`src/rtl/xm_stage_pkg.sv`:
```
// Shared definitions for the execute-to-memory boundary and the ALU overflow logic.
package xm_stage_pkg;

    localparam logic [4:0] RSTATUS_REG = 5'd30;

    // rstatus codes written on an ALU exception
    localparam logic [31:0] RS_NONE = 32'd0;
    localparam logic [31:0] RS_ADD  = 32'd1;
    localparam logic [31:0] RS_ADDI = 32'd2;
    localparam logic [31:0] RS_SUB  = 32'd3;
    localparam logic [31:0] RS_MUL  = 32'd4;

    typedef enum logic [0:0] {
        IDLE     = 1'b0,
        MUL_WAIT = 1'b1
    } state_t;

endpackage

```
`src/rtl/mul_wait_ctrl.sv`:
```
// Multiply wait FSM: holds upstream while the multiplier is busy and aborts the op
// if mult_ready never arrives within MUL_TIMEOUT cycles.
module mul_wait_ctrl
    import xm_stage_pkg::*;
#(
    parameter int MUL_TIMEOUT = 16,
    parameter int CNT_W       = 5
) (
    input  logic clock,
    input  logic reset,
    input  logic in_valid,
    input  logic in_is_mul,
    input  logic mult_ready,
    output logic stall,
    output logic capture,
    output logic abort,
    output logic mul_timeout
);

    localparam logic [CNT_W-1:0] CNT_MAX = CNT_W'(MUL_TIMEOUT);

    state_t           state;
    logic [CNT_W-1:0] cnt;
    logic             wait_done;

    function automatic logic [CNT_W-1:0] sat_inc(input logic [CNT_W-1:0] v);
        return (v >= CNT_MAX) ? CNT_MAX : v + CNT_W'(1);
    endfunction

    always_comb begin
        wait_done = (cnt >= CNT_MAX);
        stall     = !reset &&
                    (((state == IDLE) && in_valid && in_is_mul) ||
                     ((state == MUL_WAIT) && !mult_ready && !wait_done));
        capture   = ((state == IDLE) && in_valid && !in_is_mul) ||
                    ((state == MUL_WAIT) && mult_ready);
        abort     = (state == MUL_WAIT) && !mult_ready && wait_done;
    end

    always_ff @(posedge clock) begin
        if (reset) begin
            state       <= IDLE;
            cnt         <= '0;
            mul_timeout <= 1'b0;
        end else begin
            mul_timeout <= 1'b0;
            case (state)
                IDLE: begin
                    if (in_valid && in_is_mul) begin
                        state <= MUL_WAIT;
                        cnt   <= '0;
                    end
                end
                MUL_WAIT: begin
                    if (mult_ready) begin
                        state <= IDLE;
                    end else if (!wait_done) begin
                        cnt <= sat_inc(cnt);
                    end else begin
                        state       <= IDLE;
                        mul_timeout <= 1'b1;
                    end
                end
                default: state <= IDLE;
            endcase
        end
    end

endmodule

```
`src/rtl/xm_stage.sv`:
```
// Execute-to-memory boundary register: captures ALU results, resolves bne/blt,
// redirects exceptions to rstatus, and stalls upstream during multiplies.
module xm_stage
    import xm_stage_pkg::*;
#(
    parameter int MUL_TIMEOUT = 16,
    parameter int CNT_W       = 5
) (
    input  logic        clock,
    input  logic        reset,
    input  logic        in_valid,
    input  logic [31:0] in_pc,
    input  logic [4:0]  in_rd,
    input  logic        in_we,
    input  logic        in_is_mul,
    input  logic        in_is_bne,
    input  logic        in_is_blt,
    input  logic [31:0] in_target,
    input  logic [31:0] ALU_out,
    input  logic [31:0] overflow,
    input  logic        ALU_exception,
    input  logic        notEqual,
    input  logic        lessThan,
    input  logic        mult_ready,
    output logic        stall,
    output logic        out_valid,
    output logic [31:0] out_pc,
    output logic [31:0] out_result,
    output logic [4:0]  out_rd,
    output logic        out_we,
    output logic        branch_taken,
    output logic [31:0] branch_target,
    output logic        mul_timeout
);

    logic        capture;
    logic        abort;

    logic [31:0] result_p0;
    logic [4:0]  rd_p0;
    logic        we_p0;
    logic        br_taken_p0;

    logic        vld_p1;
    logic [31:0] pc_p1;
    logic [31:0] result_p1;
    logic [4:0]  rd_p1;
    logic        we_p1;
    logic        br_taken_p1;
    logic [31:0] br_target_p1;

    mul_wait_ctrl #(
        .MUL_TIMEOUT(MUL_TIMEOUT),
        .CNT_W      (CNT_W)
    ) u_ctrl (
        .clock      (clock),
        .reset      (reset),
        .in_valid   (in_valid),
        .in_is_mul  (in_is_mul),
        .mult_ready (mult_ready),
        .stall      (stall),
        .capture    (capture),
        .abort      (abort),
        .mul_timeout(mul_timeout)
    );

    // Stage p0: writeback selection; an exception wins even over rd = 0 and branches
    always_comb begin
        br_taken_p0 = (in_is_bne && notEqual) || (in_is_blt && lessThan);
        result_p0   = ALU_out;
        rd_p0       = in_rd;
        we_p0       = in_we && (in_rd != 5'd0) && !(in_is_bne || in_is_blt);
        if (ALU_exception && in_we) begin
            result_p0 = overflow;
            rd_p0     = RSTATUS_REG;
            we_p0     = 1'b1;
        end
    end

    // Stage p1: boundary register; data fields hold unless a capture occurs
    always_ff @(posedge clock) begin
        if (reset) begin
            vld_p1       <= 1'b0;
            pc_p1        <= '0;
            result_p1    <= '0;
            rd_p1        <= '0;
            we_p1        <= 1'b0;
            br_taken_p1  <= 1'b0;
            br_target_p1 <= '0;
        end else begin
            vld_p1      <= capture || abort;
            we_p1       <= 1'b0;
            br_taken_p1 <= 1'b0;
            if (capture) begin
                pc_p1        <= in_pc;
                result_p1    <= result_p0;
                rd_p1        <= rd_p0;
                we_p1        <= we_p0;
                br_taken_p1  <= br_taken_p0;
                br_target_p1 <= in_target;
            end
        end
    end

    assign out_valid     = vld_p1;
    assign out_pc        = pc_p1;
    assign out_result    = result_p1;
    assign out_rd        = rd_p1;
    assign out_we        = we_p1;
    assign branch_taken  = br_taken_p1;
    assign branch_target = br_target_p1;

endmodule
```
`config.mk`:
```
export PLATFORM = sky130hd
export DESIGN_NAME = xm_stage
export DESIGN_NICKNAME = d
export VERILOG_FILES = /design/src/rtl/xm_stage_pkg.sv /design/src/rtl/mul_wait_ctrl.sv /design/src/rtl/xm_stage.sv
export SDC_FILE = /design/constraint.sdc
export NUM_CORES = 1
export LEC_CHECK = 0
export ABC_AREA = 1
export ABC_CLOCK_PERIOD_IN_PS = 1300
export BUFFER_PORTS_ARGS = -buffer_cell sky130_fd_sc_hd__clkbuf_2
export CAP_MARGIN = 20
export CELL_PAD_IN_SITES_DETAIL_PLACEMENT = 1
export CELL_PAD_IN_SITES_GLOBAL_PLACEMENT = 1
export CORE_MARGIN = 4
export CORE_UTILIZATION = 27
export CTS_BUF_LIST = sky130_fd_sc_hd__clkbuf_4
export DETAILED_ROUTE_END_ITERATION = 12
export GPL_TIMING_DRIVEN = 0
export MAX_ROUTING_LAYER = met4
export PLACE_DENSITY_LB_ADDON = 0.1
export SETUP_SLACK_MARGIN = 0.3
export SYNTH_ARGS = -nofsm -noshare
export SYNTH_HDL_FRONTEND = slang
export SYNTH_SLANG_ARGS = --single-unit
```
`constraint.sdc`:
```
create_clock -name clock -period 1.3 [get_ports clock]
set_clock_uncertainty 0.2 [all_clocks]
set_input_delay 0.195 -clock clock [delete_from_list [all_inputs] [get_ports clock]]
set_output_delay 0.195 -clock clock [all_outputs]
set_load 0.02 [all_outputs]
```
==> results of run 1 <==
## critical path, stage by stage, from the launching register on
cell     delay [ns]
dfxtp_4        0.41
inv_4          0.04
buf_4          0.15
nand3_4        0.09
nand2_8        0.08
buf_6          0.13
buf_12         0.13
buf_12         0.14
o21ai_1        0.23
nor2_1         0.15
## placed cells by master (no fill, tap or decap), types with 2 or more instances in the layout
master           n
dfxtp_1          2
clkbuf_16        7
buf_12          12
buf_2           13
o21ai_4         15
nand2_8          3
inv_1           10
buf_6            7
buf_16           2
nor2_2          57
nand3_1         35
diode_2          6
o21ai_2         50
inv_4            2
clkbuf_2       141
clkbuf_4         9
nor2_4           5
ha_1             2
o21ai_1         37
dlygate4sd3_1  139
dfxtp_2         94
a21oi_2          4
nand2_1         78
buf_8          113
clkinv_4         3
clkbuf_1         9
dfxtp_4         15
nor2_1         147
nand3_4          2
bufbuf_16        5
nand2_2          3
buf_4           80
## final timing paths
path / startpoint / endpoint / slack, ns / cells after the start
max: u_ctrl.state$_SDFF_PP0_ / branch_target[9]$_SDFFE_PP0P_ / -0.52 / 9
min: in_is_mul / u_ctrl.cnt[2]$_SDFFE_PP0P_ / -0.11 / 4
max reg2reg: u_ctrl.state$_SDFF_PP0_ / branch_target[9]$_SDFFE_PP0P_ / -0.52 / 9
min reg2reg: u_ctrl.cnt[0]$_SDFFE_PP0P_ / u_ctrl.cnt[0]$_SDFFE_PP0P_ / 0.29 / 1
## cell type report
type | count | area, sq um | area share [%]
repair buffers | 485 | 4750 | 44.5
multi-input cells | 448 | 2560 | 24.1
flip-flops and latches | 111 | 2400 | 22.5
plain buffers | 44 | 472 | 4.43
well taps | 216 | 270 | 2.54
clock buffers | 9 | 67.6 | 0.634
inverters | 14 | 65.1 | 0.610
clock inverters | 7 | 60.1 | 0.564
diodes | 6 | 15.0 | 0.141
## metrics by stage
step | cell area [sq um] | setup slack [ns] | setup TNS [ns] | hold WS (ns) | total power [mW]
global route | 10700 | -0.539 | -63.44 | -0.132 | 9.98
global placement | 6000 | -0.341 | -22.50 | 0.218 | 5.59
detailed placement | 6000 | -0.393 | -24.51 | 0.219 | 5.65
CTS | 9440 | -0.421 | -49.19 | -0.329 | 8.59
finish | 10700 | -0.522 | -49.60 | -0.111 | 9.60
floorplan | 4500 | 0.0321 | 0 | 0.0567 | 4.89
## synth_stat cells
| library cell | n | area share (%) |
|---|---|---|
| a21boi_0 | 1 | 0.17 |
| a21oi_1 | 6 | 0.68 |
| a31oi_1 | 1 | 0.14 |
| buf_2 | 25 | 2.8 |
| buf_4 | 8 | 1.4 |
| buf_8 | 1 | 0.34 |
| clkbuf_1 | 10 | 0.85 |
| dfxtp_1 | 111 | 50 |
| ha_1 | 2 | 0.57 |
| inv_1 | 11 | 0.93 |
| inv_2 | 3 | 0.25 |
| nand2_1 | 83 | 7.0 |
| nand2_2 | 2 | 0.28 |
| nand3_1 | 37 | 4.2 |
| nand3_2 | 1 | 0.23 |
| nor2_1 | 209 | 18 |
| nor3_1 | 1 | 0.11 |
| nor4_1 | 1 | 0.14 |
| o21ai_0 | 51 | 5.8 |
| o21ai_1 | 52 | 5.9 |
| o31ai_1 | 1 | 0.17 |
## timing repair
item                                   4_1_cts  5_1_grt
setup endpoints to repair                  216      217
hold buffers                               138        1
gates resized for setup                    448      227
endpoints found under the hold margin      110        5
pin swaps                                    4       17
gates cloned                                 8        7
buffers inserted                            30       54
## power by group
group	leakage (nW)	total, mW	switching [mW]	internal, mW
Clock	0.0707	1.74	1.33	0.418
Sequential	0.959	4.04	0.306	3.73
Combinational	3.94	3.82	1.76	2.06
Total	4.97	9.60	3.39	6.21
## routing by layer
| layer | GRT usage, % | up-vias | part of all wire (%) |
|---|---|---|---|
| met4 | 11.0 | 0 | 5.8 |
| met3 | 6.22 | 130 | 5.6 |
| met1 | 26.3 | 3288 | 35 |
| li1 | - | 2971 | - |
| met2 | 47.5 | 304 | 53 |
| met5 | - | - | 0 |
## flip-flops by register name (all words and copies together), names as in the netlist
name,count
out_we,1
u_ctrl.state,1
branch_target,32
u_ctrl.cnt,5
out_valid,1
out_rd,5
out_pc,32
out_result,32
u_ctrl.mul_timeout,1
branch_taken,1
## logic make-up (layout without fill, tap and decap cells)
logic type	after synthesis	after routing	share of synthesized area, %
fa+ha+maj	2	2	0.566
simple gates	334	334	29.8
buf+inv	58	559	6.57
flops	111	111	50.3
other cells	0	6	0
compound gates	112	112	12.8
==> impl_results.md, run 1 <==
- Run status: complete, but fails checks
- Failing checks: hold timing, setup timing
- HPWL Detailed: roughly 13 mm
- LEAKAGE: ~5 nW
- Area delta synth->final: 141%
- Syn avg cell area: 7.16 sq um
- CTS Root Buffer Type: clkbuf_4
- Ratio of cells with drive above 1 in the final layout: between 50 and 60%
- Syn Inst Count: about 600
- Min Hold Slack: -0.111 ns
- Fin util: ~67%
- # placed instances: between 1,000 and 1,500
- Fill cells: approximately 1,800
- Final slew viol count: 0
- Max Clock Freq: approximately 550 MHz
- CORE AREA: between 15,000 and 20,000 sq um
- CP Launch Type: flip-flop
- Endpoint class of the critical path: flip-flop
- Worst slew pin tran: 0.825 ns
- Global route overflow: 0
- Power per Cell Area: between 900 and 1000 nW/um^2
- Tot GR Track Use: 25.9%
- Total clock sinks: ~110
- Crit path required time: roughly 1.5 ns
- Initial DRC Count: around 280
- Antenna violations before repair: 5
- First-pass GRT wire length: 36.3 mm
- Wire length per cell: 23.0 um
- CTS tree: yes
- Max cap viols: 0
- Sequential fraction of the synthesis area: approximately half
- Largest net degree at the start of global routing: 20
- Vias per cell: roughly 5
- Routed WL: around 31 mm
- Routability cong.: roughly 0.81
- RSZ-0062 raised after global routing: true
- Slew margin rel.: ~45%
- Yosys reg bits: between 100 and 150
- Drt drc: 0
- Clock slew at reported path FFs: about 0.22 ns
- Mapped Area: roughly 4400 sq um
- Vias in the first global route: slightly below 7,000
- Die area: between 15,000 and 20,000 sq um
- Die height: ~140 um
- Starting density of the core: between 20 and 30%
- Fin nets: 1,259
- Final Critical Period: 1.82 ns
- Worst-Skew Late Latency: around 0.49 ns
- Worst Path Class, Setup: flip-flop to flip-flop
- Yosys warning total: 0
- # rows: 46
- Via count: between 6,000 and 7,000
- Worst vdd ir: around 750 uV
- Final Hold Violating Endpoints: 4
- Cts bufs inserted: 9
- Arrival time at the worst endpoint: 2.04 ns
- Final period util: 140%
- Max Root-Sink Buffers: 2
- Distinct cells, synth: 21
- Crit-path max FO: 6
- DRT Pass-1 Iters: 5
- Ports: 250
- Non-filler cells, final: ~1,300
- Setup violators final: 215
- Hold Path Class: input pin to flip-flop
- Port buffer count: approximately 250
- Worst setup margin: -0.522 ns
- Synthesized Nets: roughly 760
- Number of routed nets with antenna violations: 0
- Die Wd: 136 um
- CTS H-tree depth: 3
(Power assumes the default switching activity.)
==> inputs of run 2 (changes only) <==
Settings changed: CORE_UTILIZATION 27 to 28, SYNTH_HIERARCHICAL set to 1.
==> run 2 against run 1 <==
Compared with the run above:
- the flow still finishes with violations (hold timing, setup timing)
- combinational power decreased by 1%
- sequential cell count did not move
- cell area rose by 0.93%
- highest routed layer unchanged
==> impl_results.md, run 2 <==
- Run status: complete, but fails checks
- Failing checks: hold timing, setup timing
- Hold Crit Endpoint: u_ctrl/mul_timeout$_SDFF_PP0_
- Post-synth top cells: nor2_1, nand2_1, dfxtp_1
- Routability cong.: 0.793
- Most common flop cell mapped by yosys: dfxtp_1
- Drt drc: 0
- Worst slew pin tran: slightly below 0.9 ns
- LEAKAGE: around 5 nW
- Max Root-Sink Buffers: 2
- Die height: 136 um
- Die area: between 15,000 and 20,000 sq um
- Initial DRC Count: 240
- Clock slew at reported path FFs: between 0.15 and 0.2 ns
- CTS Root Buffer Type: clkbuf_4
- Hold Path Origin: mult_ready
- Worst Path Class, Setup: flip-flop to flip-flop
- Multi-input gate area: ~2600 sq um
- Total clock sinks: between 100 and 150
- Tot GR Track Use: between 20% and 30%
- R2r endpoint: out_result[19]$_SDFFE_PP0P_
- Worst R2R Setup Slack: -0.50 ns
- Max Clock Freq: roughly 560 MHz
- Setup violators final: about 210
- Critical Path Start: u_ctrl/state$_SDFF_PP0_
- Routed WL: 29.0 mm
- Crit path required time: 1.54 ns
- Worst vdd ir: around 470 uV
- Number of routed nets with antenna violations: 0
- CTS Hold Bufs: 140
- Final Critical Period: about 1.8 ns
- Arrival time at the worst endpoint: about 2.0 ns
- Cts bufs inserted: 9
- Distinct cells, synth: 29
- DRT Pass-1 Iters: 4
- Yosys warning total: 6
- First-pass GRT wire length: between 30 and 40 mm
- Die Wd: around 140 um
- Hold Path Class: input pin to flip-flop
- Max cap viols: 0
- Post-synth EDFFs: 0
- Syn avg cell area: slightly above 7 sq um
- Total power: around 9.8 mW
- CTS tree: yes
- Syn Inst Count: ~650
- Most frequent cells in the layout: clkbuf_2, nor2_1, dlygate4sd3_1
- Wire length per cell: around 21 um
- Endpoint class of the critical path: flip-flop
- Worst setup margin: -0.496 ns
- Min Hold Slack: -0.111 ns
- Synthesized Nets: 791
- Vias in the first global route: 6,661
- Ports: 250
- Antenna violations before repair: 0
- CP Launch Type: flip-flop
- Largest net degree at the start of global routing: 20
- Ratio of cells with drive above 1 in the final layout: a little under three fifths
- Synth area leaders: dfxtp_1, nor2_1, nand2_1, o21ai_0, nand3_1
- Storage cell area: between 2000 and 2500 sq um
- Fin nets: 1,273
- CORE AREA: roughly 16,000 sq um
- Slew margin rel.: between 40% and 50%
- Final period util: 138%
- Worst-Skew Late Latency: about 0.49 ns
- CTS H-tree depth: 3
- Most frequent cell after synthesis: nor2_1
- Reg2Reg Launch Point: u_ctrl/state$_SDFF_PP0_
- Most common cell after layout, fill and taps aside: clkbuf_2
- Post-synth top area share: approximately 48%
- Final slew viol count: 0
- Area delta synth->final: 135%
- Worst reg-to-reg path cell count: 11
- Sequential fraction of the synthesis area: about half
- Power per Cell Area: ~910 nW/um^2
- Ant diodes: 0
- Fill cells: 1,745
- Port buffer count: 249
- Yosys reg bits: 111
- # rows: 46
- HPWL Detailed: 13.4 mm
- Ys async rst share: 0%
- Mapped Area: about 4600 sq um
- Global route overflow: 0
- Crit-path max FO: 6
- Min-Delay Path Depth: 4
- Vias per cell: around 4.8
- Fin util: 67.5%
- RSZ-0062 raised after global routing: true
- Via count: 6,431
- Area leader, netlist: dfxtp_1
- Starting density of the core: roughly 29%
- Final Hold Violating Endpoints: 4
run 2: how the worst max path moves through the flow:
stage,to,slack (ns),depth (start not counted)
6_report,out_result[19]$_SDFFE_PP0P_,-0.50,11
5_1_grt,out_result[19]$_SDFFE_PP0P_,-0.60,11
4_1_cts,stall,-0.47,4
3_5_place_dp,out_result[29]$_SDFFE_PP0P_,-0.43,9
3_3_place_gp,out_result[29]$_SDFFE_PP0P_,-0.40,9
2_1_floorplan,out_result[1]$_SDFFE_PP0P_,-0.16,9
run 2: area by class of cell:
| type | count | share of cell area (%) |
|---|---|---|
| well taps | 216 | 2.51 |
| inverters | 46 | 1.77 |
| multi-input cells | 448 | 24.3 |
| clock buffers | 9 | 0.628 |
| plain buffers | 40 | 4.02 |
| repair buffers | 471 | 43.8 |
| clock inverters | 7 | 0.744 |
| flip-flops and latches | 111 | 22.3 |
run 2: repair_timing:
action,CTS,global route
setup buffers,21,43
cloned,6,12
resized for setup,370,325
pin swaps,13,114
endpoints found under the hold margin,111,4
setup endpoints to repair,216,217
run 2: metrics by stage:
step	worst slack (ns)	instance area (sq um)	setup TNS [ns]	instances
2_1_floorplan	-0.159	4690	-11.90	645
3_3_place_gp	-0.401	6210	-33.00	1110
3_5_place_dp	-0.428	6210	-36.74	1110
4_1_cts	-0.473	9310	-49.04	1293
5_1_grt	-0.596	10800	-61.41	1348
6_report	-0.496	10800	-49.33	1348
run 2: logic make-up after synthesis:
kind of cell	count (synthesis)	synth area share, %
AO/OA/AOI/OAI	83	9.53
adder cells (fa/ha/maj)	2	0.546
buffers and inverters	86	9.88
flip-flops	111	48.5
AND/OR/NAND/NOR	363	31.6
run 2: where the power goes:
group | internal [mW] | switching (mW) | total [mW]
Clock | 0.610 | 1.38 | 1.99
Sequential | 3.74 | 0.314 | 4.05
Combinational | 2.06 | 1.72 | 3.77
Total | 6.40 | 3.42 | 9.82
run 2: worst max-delay path, stage by stage (launching register included):
cell     delay [ns]
dfxtp_4        0.41
inv_6          0.09
nand2_4        0.05
o22ai_4        0.13
buf_6          0.13
buf_6          0.11
buf_12         0.14
buf_8          0.12
nor2_1         0.05
nor2_1         0.13
nand2_1        0.11
inv_1          0.08
run 2: per-layer routing:
metal  up-vias  GRT usage, %  share of wire (%)
li1       2974             -                  -
met1      3141          26.8                 37
met2       242          45.3                 53
met3        74          4.74                6.2
met4         0          8.62                3.7
met5         -             -                  0
==> inputs of run 3 (changes only) <==
Settings changed: REMOVE_ABC_BUFFERS set to 1.
==> run 3 against run 2 <==
Compared with the run above:
- the run still ends with hold timing, setup timing left
- routed wire length rose by 15%
- combinational power rose by 9.5%
- maximum frequency fell by 7.1%
- register-to-register slack got worse by 0.14 ns
- die area did not move
- highest routed layer unchanged
==> impl_results.md, run 3 (synthesis gave the netlist of run 2 again) <==
- Run status: complete, but fails checks
- Failing checks: hold timing, setup timing
- Fin util: between 60% and 70%
- Max Clock Freq: a little over 500 MHz
- Die area: 18,500 sq um
- CTS H-tree depth: 3
- Worst slew pin tran: ~0.62 ns
- Worst path most repeated cell: buf_12
- Most frequent cells in the layout: clkbuf_2, dlygate4sd3_1, buf_8
- CTS Root Buffer Type: clkbuf_4
- Ratio of cells with drive above 1 in the final layout: between 50% and 60%
- HPWL Detailed: about 12 mm
- CP cell instances: inv_8 > nand2_8 > o22ai_4 > buf_12 > buf_12 > buf_12 > buf_12 > buf_16 > o21ai_1 > nor2_1
- Wire length per cell: between 20 and 25 um
- Starting density of the core: 28.8%
- Crit path required time: 1.53 ns
- Final period util: 149%
- Clock slew at reported path FFs: between 0.15 and 0.2 ns
- Initial DRC Count: between 200 and 300
- Ports: between 200 and 300
- Max Root-Sink Buffers: 2
- Drt drc: 0
- Via count: 6,718
- Die Wd: about 140 um
- Cell Area, Placed: just under 6000 sq um
- Routed WL: 33.2 mm
- Final Cell Area: roughly 11,000 sq um
- Fin nets: 1,271
- Non-filler cells, final: around 1,300
- Most common cell after layout, fill and taps aside: clkbuf_2
- Final slew viol count: 0
- Tot GR Track Use: about 31%
- CP Launch Type: flip-flop
- Max cap viols: 0
- Critical path's top delay family: buffers and inverters
- Crit-path max FO: 6
- Worst Path Class, Setup: flip-flop to flip-flop
- Wl on met1: between 10 and 15 mm
- Area delta synth->final: 141%
- Fill cells: around 1,700
- Cts bufs inserted: 9
- Die height: about 140 um
- Vias per cell: around 5.0
- DRT Pass-1 Iters: 4
- Setup violators final: approximately 210
- WL met2: about 18 mm
- Vias in the first global route: 7,394
- RSZ-0062 raised after global routing: true
- CP max stage delay: about 0.44 ns
- Global route overflow: 0
- Endpoint class of the critical path: flip-flop
- Slew margin rel.: 58.9%
- Arrival time at the worst endpoint: roughly 2.2 ns
- LEAKAGE: approximately 5.1 nW
- # rows: 46
- CTS Hold Bufs: approximately 140
- Worst setup margin: -0.633 ns
- Hold Path Class: input pin to flip-flop
- CTS tree: yes
- Top Metal Used: met4
- CP max stage cell: dfxtp_4
- Min Hold Slack: -0.0147 ns
- CORE AREA: 15,900 sq um
- Antenna violations before repair: 3
- Total clock sinks: around 110
- Final Critical Period: just under 2 ns
- Routability cong.: roughly 0.74
- WL met3: between 2 and 2.5 mm
- Port buffer count: roughly 250
- First-pass GRT wire length: about 43 mm
- WP buf/inv: 6
- Worst vdd ir: 495 uV
- Power per Cell Area: about 900 nW/um^2
- Largest net degree at the start of global routing: 72
- # placed instances: roughly 1,100
- Worst-Skew Late Latency: around 0.52 ns
- Final Hold Violating Endpoints: 2
- Number of routed nets with antenna violations: 0
[run 3: path summary, 6_finish.rpt]
path                                                  from  cells past startpoint                             end  slack [ns]
worst max register to register     u_ctrl/state$_SDFF_PP0_                     10  branch_target[18]$_SDFFE_PP0P_       -0.63
worst min register to register  u_ctrl/cnt[1]$_SDFFE_PP0P_                      2      u_ctrl/cnt[1]$_SDFFE_PP0P_        0.38
worst max-delay path               u_ctrl/state$_SDFF_PP0_                     10  branch_target[18]$_SDFFE_PP0P_       -0.63
worst min-delay path                              in_valid                      3      u_ctrl/cnt[4]$_SDFFE_PP0P_       -0.01
[run 3: area by class of cell]
class	instances	area (sq um)	share of cell area [%]
well taps	216	270	2.45
inverters	46	213	1.93
repair buffers	500	5120	46.4
diodes	4	10.0	0.0906
clock inverters	6	55.1	0.499
multi-input cells	449	2800	25.4
repair inverters	8	126	1.14
flip-flops and latches	111	2370	21.5
clock buffers	9	67.6	0.612
[run 3: tightest hold or removal path, stage by stage]
cell	delay (ns)
clkbuf_2	0.20
a31oi_1	0.14
a21boi_2	0.17
[run 3: layer usage]
metal,global-route usage [%],up-vias
met5,-,-
met4,12.9,0
met3,8.62,137
met2,58.3,309
met1,30.6,3301
li1,-,2971
[run 3: where the power goes]
group / switching [mW] / internal, mW / total, mW / leakage [nW]
clock network: 1.38 / 0.418 / 1.79 / 0.0625
logic: 1.99 / 2.14 / 4.13 / 4.07
registers: 0.298 / 3.74 / 4.04 / 0.956
total: 3.66 / 6.30 / 9.96 / 5.09
[run 3: through the flow]
| step | total power [mW] | setup WS [ns] | TNS [ns] | hold WS (ns) |
|---|---|---|---|---|
| after floorplan | 4.84 | -5.64 | -537.79 | 0.0641 |
| after global routing | 10.3 | -0.648 | -78.67 | -0.0541 |
| after global placement | 5.57 | -9.88 | -933.77 | 0.219 |
| after detailed placement | 5.62 | -1.30 | -126.30 | 0.225 |
| final | 9.96 | -0.633 | -70.21 | -0.0147 |
| after CTS | 9.12 | -0.535 | -61.19 | -0.104 |
[run 3: timing repair]
action,CTS,global route
endpoints found under the hold margin,109,5
setup buffers,67,28
cloned,23,0
endpoints found under the setup margin,217,217
pin swaps,91,44
resized for setup,523,225
